**src/rtl/seq_period_meter.sv**
```systemverilog
// Sequence period meter: arms on the first enabled sample, counts enabled samples
// until that value recurs (under the active width mask), and flags stuck/runaway sequences.
module seq_period_meter #(
   parameter int WIDTH     = 11,
   parameter int CNT_W     = 12,
   parameter int MAX_COUNT = 4095
) (
   input  logic             clk,
   input  logic             rst_n,
   input  logic             en,
   input  logic             clear,
   input  logic [1:0]       mode,
   input  logic [WIDTH-1:0] seq_in,
   output logic             busy,
   output logic             done,
   output logic [CNT_W-1:0] period,
   output logic             stuck,
   output logic             timeout
);

   typedef enum logic [1:0] {IDLE, ARMED, DONE} state_t;

   localparam logic [CNT_W-1:0] MAX_C = CNT_W'(MAX_COUNT);

   state_t           state_reg, state_next;
   logic [WIDTH-1:0] ref_reg, ref_next;
   logic [CNT_W-1:0] cnt_reg, cnt_next;
   logic [1:0]       mode_q_reg;
   logic             done_reg, done_next;
   logic [CNT_W-1:0] period_reg, period_next;
   logic             stuck_reg, stuck_next;
   logic             timeout_reg, timeout_next;

   logic [WIDTH-1:0] mask;
   logic [WIDTH-1:0] sample;
   logic [CNT_W-1:0] cnt_inc;
   logic             mode_chg;

   // Active width is 8+mode bits; everything above it is ignored.
   for (genvar gi = 0; gi < WIDTH; gi++) begin : g_mask
      assign mask[gi] = (6'(gi) < (6'd8 + 6'(mode)));
   end

   assign sample   = seq_in & mask;
   assign cnt_inc  = cnt_reg + CNT_W'(1);
   assign mode_chg = (mode != mode_q_reg);

   always_ff @(posedge clk or negedge rst_n) begin
      if (!rst_n) begin
         state_reg   <= IDLE;
         ref_reg     <= '0;
         cnt_reg     <= '0;
         mode_q_reg  <= '0;
         done_reg    <= 1'b0;
         period_reg  <= '0;
         stuck_reg   <= 1'b0;
         timeout_reg <= 1'b0;
      end else begin
         state_reg   <= state_next;
         ref_reg     <= ref_next;
         cnt_reg     <= cnt_next;
         mode_q_reg  <= mode;
         done_reg    <= done_next;
         period_reg  <= period_next;
         stuck_reg   <= stuck_next;
         timeout_reg <= timeout_next;
      end
   end

   always_comb begin
      state_next   = state_reg;
      ref_next     = ref_reg;
      cnt_next     = cnt_reg;
      done_next    = done_reg;
      period_next  = period_reg;
      stuck_next   = stuck_reg;
      timeout_next = timeout_reg;

      // Abort paths: explicit clear, or a width change invalidating the running measurement.
      if (clear || (mode_chg && state_reg != IDLE)) begin
         state_next   = IDLE;
         cnt_next     = '0;
         done_next    = 1'b0;
         period_next  = '0;
         stuck_next   = 1'b0;
         timeout_next = 1'b0;
      end else begin
         case (state_reg)
            IDLE: begin
               if (en) begin
                  ref_next   = sample;
                  cnt_next   = '0;
                  state_next = ARMED;
               end
            end
            ARMED: begin
               if (en) begin
                  if (sample == ref_reg) begin
                     period_next = cnt_inc;
                     done_next   = 1'b1;
                     stuck_next  = (cnt_inc == CNT_W'(1));
                     state_next  = DONE;
                  end else if (cnt_inc == MAX_C) begin
                     timeout_next = 1'b1;
                     done_next    = 1'b1;
                     period_next  = '0;
                     state_next   = DONE;
                  end else begin
                     cnt_next = cnt_inc;
                  end
               end
            end
            DONE: begin
               state_next = DONE;
            end
            default: begin
               state_next = IDLE;
            end
         endcase
      end
   end

   assign busy    = (state_reg == ARMED);
   assign done    = done_reg;
   assign period  = period_reg;
   assign stuck   = stuck_reg;
   assign timeout = timeout_reg;

endmodule

```
**config.mk**
```make
export PLATFORM = sky130hd
export DESIGN_NAME = seq_period_meter
export DESIGN_NICKNAME = d
export VERILOG_FILES = /design/src/rtl/seq_period_meter.sv
export SDC_FILE = /design/constraint.sdc
export NUM_CORES = 1
export LEC_CHECK = 0
export BUFFER_PORTS_ARGS = -buffer_cell sky130_fd_sc_hd__buf_2
export CORE_MARGIN = 2
export CORE_UTILIZATION = 50
export DETAILED_ROUTE_END_ITERATION = 16
export PLACE_DENSITY = 0.7
export SYNTH_ARGS = -nofsm -noshare
export SYNTH_HDL_FRONTEND = slang
export SYNTH_SLANG_ARGS = --single-unit
```
**constraint.sdc**
```tcl
create_clock -name clk -period 3.16 [get_ports clk]
set_clock_uncertainty 0.15 [all_clocks]
set_input_delay 0.316 -clock clk [delete_from_list [all_inputs] [get_ports clk]]
set_output_delay 0.316 -clock clk [all_outputs]
set_load 0.03 [all_outputs]
```
# Word level (Yosys, flattened, before mapping)
# Index checks and enable logic that the tools add are counted.
# Widths: inputs -> output; s select.
word_totals:
  regBits: 42
  input_bits: 17
  out_inout_bits: 16
  wordCells: 81
classes:
  n_eq_ne: 12
  bitwise_logic: 2
  reduce_logical: 16
  addsub: 2
  mux: 30
  order_cmp: 11
op_table:
  columns: ["operator", "count"]
  rows:
  - ["$mux 12", 10]
  - ["$lt 3x6->1 const A", 4]
  - ["$pmux 12 s2", 1]
  - ["$mux 1", 13]
  - ["$add 12x1->12 const B", 1]
  - ["$eq 12x1->1 const B", 1]
  - ["$eq 12x12->1 const B", 1]
  - ["$lt 1x6->1 const A", 2]
  - ["$lt 2x6->1 const A", 2]
  - ["$lt 4x6->1 const A", 2]
  - ["$reduce_and 3->1", 4]
  - ["$and 11x11->11", 1]
  - ["$eq 11x11->1", 1]
  - ["$mux 2", 5]
  - ["$reduce_bool 2->1", 5]
  - ["$ne 3x3->1 const B", 3]
  - ["$pmux 2 s3", 1]
  - ["$reduce_bool 3->1", 2]
  - ["$add 4x2->5 const A", 1]
  - ["$lt 4x5->1 const A", 1]
  - ["$reduce_and 5->1", 1]
  - ["$ne 4x1->1 const B", 1]
  - ["$reduce_and 4->1", 1]
  - ["$ne 3x2->1 const B", 1]
  - ["8 further kinds", 8]

# Longest topological paths before layout
logic_depth:
  word_depth: 8
  depth_mapped: 9
  depth_no_buf: 8

# Worst setup path before layout
# No wires, ideal clock.
synth_path:
  path_kind: "register -> register"
  start: "register cnt_reg[0]"
  end: "register cnt_reg[0]"
  required_time_ps: 2892
  arrival_ps: 2025
  n_path_buf: 1
  stages_incl_launch_ff: 9
  setup_ps: 118
  period_less_slack_ps: 2293
  slack_ps: 867
  path_cell_list: "dfrtp_1 > ha_1 > nand3_1 > o21a_1 > o22ai_1 > o22ai_2 > a31o_2 > buf_2 > a21o_1"
synth_between:
  elab_chain_cells: 6
  word_cells_on_any_way: 9
  classes_between: "add/sub (1); eq/ne (2); mux (5); reduce/logical (1)"
synth_rtl:
  columns: ["item", "line_no", "rtl"]
  rows:
  - ["from (decl)", "27", "logic [CNT_W-1:0] cnt_reg, cnt_next;"]
  - ["from (signal assigned)", "61", "cnt_reg <= cnt_next;"]
  - ["$add 12x1->12 *", "45", "assign cnt_inc = cnt_reg + CNT_W'(1);"]
  - ["$mux 12", "103", "end else if (cnt_inc == MAX_C) begin"]
  - ["$mux 12", "98", "if (sample == ref_reg) begin"]
  - ["$mux 12", "97", "if (en) begin"]
  - ["$pmux 12 s2", "88", "case (state_reg)"]
  - ["$mux 12", "80", "if (clear || (mode_chg && state_reg != IDLE)) begin"]
# Every way passes the cells marked *; elsewhere a longest branch is shown, timed or not. The select of a mux whose other input is x is not followed.
# A chain may end at the register's enable or synchronous reset.

# Worst setup path in the final report
layout_path:
  start: "register cnt_reg[0]"
  end: "register period_reg[8] (netlist: period[8])"
layout_between:
  elab_chain_cells: 5
  word_cells_on_any_way: 8
  classes_between: "add/sub (1); eq/ne (1); mux (4); reduce/logical (2)"
layout_rtl:
  columns: ["item", "line_no", "rtl"]
  rows:
  - ["$add 12x1->12 *", "45", null]
  - ["parallel branches: the longest is 4 deep, another holds $eq 12x12->1", null, null]
  - ["to (signal assigned)", "64", "period_reg <= period_next;"]
  - ["to (decl)", "30", "logic [CNT_W-1:0] period_reg, period_next;"]
# Every way passes the cells marked *. The select of a mux whose other input is x is not followed.

==> metrics.txt <==
Port-buffer cells 32; die area 5065 um2; top-count cell post-synth dfrtp_1; share of cells above drive strength 1 between 20% and 30%; CTS Sinks 42; Reg clk slew, reported paths approximately 0.08 ns; post-synth top area share a little under half; Post-Synth Adder-Cell Area 2.773%; first-pass GRT wire length between 8000 and 9000 um; CP Class flop to flop; measured slew at the worst slew-check pin just under 0.9 ns; Ys Warns 0; Synth area leaders dfrtp_1, o2bb2ai_1, xor2_1; Die Y 71.17 um; Commonest cells post-synth dfrtp_1, o2bb2ai_1, inv_1, xor2_1; total wire length about 4600 um; relative slew slack about two fifths; worst hold path type primary input to asynchronous set/reset pin; sequential share of the synthesized area around 47%; ys flop type dfrtp_1; CORE AREA between 4000 and 5000 um2; Startpoint Class flop; Cell variety after synth 46; Simple-Gate Fraction of Synth Area around 15%; initial DRC count about 130; area grow syn2layout 13.09%; Final Wtd Congestion roughly 0.87; grt total ovfl 0; crit path max fanout 12; post-route cell area between 2000 and 3000 um2; Max Freq roughly 360 MHz; area leader, netlist dfrtp_1; peak supply drop roughly 0.32 mV; post-synthesis mux area share 3.993%; antenna violations before repair 0; placed standard-cell area approximately 2500 um2; Tmin final roughly 2.8 ns; LEAKAGE about 1.1 nW; largest net degree at the start of global routing 43; Mean Syn Cell Area 10.35 um2; Hold WS -0.009710 ns; drt drc 0; clk buf depth 2; n_diodes 0; Post-Synthesis Cells 218; Root Buffer clkbuf_8; mapped cell area between 2000 and 2500 um2; Final Setup Violations 0; PD cells about 540 nW/um2; flops & latches, synth 42; Slew Viols, Final 0; Synth Area in Compound Gates roughly a fifth; crit path DAT 2.85 ns; Final Hold Vio Count 13; total CTS buffers 5; Tcrit/Tclk final around nine tenths; Die Wd around 70 um; ys async rst share between 90% and 100%; main combinational cell family by area after synthesis compound AO/OA/AOI/OAI gates; initial core utilization about half; Critical Path RT ~3.2 ns; RSZ-0062 raised after global routing false; Rows 24; H-tree levels 2; Post-synth EDFFs 0; vias in the first global route about 1,700; sum of negative setup slack 0 ns; routed vias/inst a little under 6; Fillers approximately 380; nets@finish between 200 and 300; max-capacitance violation count 0; DRT Pass-1 Iters 4; IO Pins 33; Clock Latency Late Sink between 0.2 and 0.3 ns; TritonCTS clock tree yes; Vias around 1,800; GRT Util Overall approximately 20%; outcome finished with violations; Net Count, Synth 240; failing checks hold timing; xor and xnor fraction of the mapped netlist area between 8 and 9%; HPWL after DPL around 3300 um; final core occ between 50 and 60%; Setup crit end kind flop; Antenna Violating Nets Remaining 0; WL/cell approximately 15 um
-- repair_timing --
action | 4_1_cts | 5_1_grt
hold buffers | 0 | 0
gates resized for setup | 0 | 1
setup buffers | 0 | 0
endpoints found under the setup margin | 0 | 12
endpoints found under the hold margin | 0 | 0
-- placed cells by master, fill, tap and decap left out, types with 2 or more instances in the layout --
| cell type | netlist | layout |
|---|---|---|
| mux2_2 | 8 | 8 |
| xor2_1 | 12 | 12 |
| a21oi_1 | 5 | 5 |
| buf_2 | 4 | 32 |
| and4_1 | 2 | 2 |
| o211ai_1 | 3 | 3 |
| nand3_1 | 7 | 7 |
| nand3b_1 | 3 | 3 |
| or3_1 | 3 | 3 |
| o2bb2ai_1 | 23 | 23 |
| dfrtp_1 | 42 | 42 |
| nand4_1 | 7 | 7 |
| clkbuf_8 | 0 | 6 |
| nor2_1 | 11 | 11 |
| inv_1 | 12 | 12 |
| ha_1 | 5 | 5 |
| buf_4 | 1 | 3 |
| o21ai_0 | 6 | 6 |
| nand2b_1 | 2 | 2 |
| xnor2_1 | 9 | 9 |
| and3_1 | 2 | 2 |
| nor3_1 | 8 | 8 |
| a31oi_1 | 5 | 4 |
| nand2_1 | 11 | 11 |
-- critical path, cell delays in order, from the launching register on --
cell,delay [ns]
dfrtp_1,0.48
ha_1,0.32
nand3_1,0.23
o21a_1,0.26
o22ai_1,0.26
o22ai_2,0.20
a31oi_2,0.62
o2bb2ai_1,0.19
-- metrics by stage --
stage / setup slack (ns) / total power [W] / hold slack (ns) / std cells
floorplan: 0.8665 / 0.0009335 / -0.1296 / 218
global placement: 0.3048 / 0.001017 / 0.3157 / 294
detailed placement: 0.1656 / 0.001028 / 0.3186 / 294
CTS: 0.1324 / 0.001384 / 0.03941 / 302
global route: 0.1648 / 0.001459 / 0.07014 / 302
finish: 0.3683 / 0.001368 / -0.009710 / 302
-- metal layers --
| metal | global-route usage (%) | vias up | share of wire, % |
|---|---|---|---|
| li1 | - | 860 | - |
| met1 | 30.60 | 846 | 51 |
| met2 | 30.14 | 50 | 44 |
| met3 | 2.991 | 6 | 4.8 |
| met4 | 6.918 | 0 | 0.68 |
| met5 | 0 | - | 0 |
-- kinds of logic (layout without fill, tap and decap cells) --
group,Yosys count,after routing
and+or+nand+nor,63,63
AOI/OAI and AO/OA,56,56
DFF,42,42
buffers and inverters,23,55
xor gates and xnor gates,21,21
muxes,8,8
adders and majority gates,5,5
-- area by class of cell --
type                            count  area, um2  area share, %
Clock buffer                        7      86.33          3.384
Tap cell                           52      65.06          2.550
Multi-Input combinational cell    153       1116          43.75
Timing Repair Buffer               35      182.7          7.160
Sequential cell                    42       1051          41.20
Clock inverter                      1      5.005         0.1962
Inverter                           12      45.04          1.766
-- power by group --
part / internal [W] / total, W / switching, W
clock: 0.000176 / 0.000353 / 0.000177
sequential: 0.000615 / 0.000671 / 0.0000561
combinational: 0.000154 / 0.000344 / 0.000190
total: 0.000945 / 0.00137 / 0.000423
-- path summary, 6_finish.rpt --
check                            from            end  slack, ns  cells after the start
setup / recovery           cnt_reg[0]      period[8]       0.37                      7
hold / removal                  rst_n        timeout      -0.01                      1
setup reg to reg           cnt_reg[0]      period[8]       0.37                      7
hold reg to reg             period[1]      period[1]       0.34                      1
max in group asynchronous       rst_n     cnt_reg[9]       2.30                      1
min in group clk              mode[1]  mode_q_reg[1]       0.07                      1
Power figures use the tool's default switching activity.
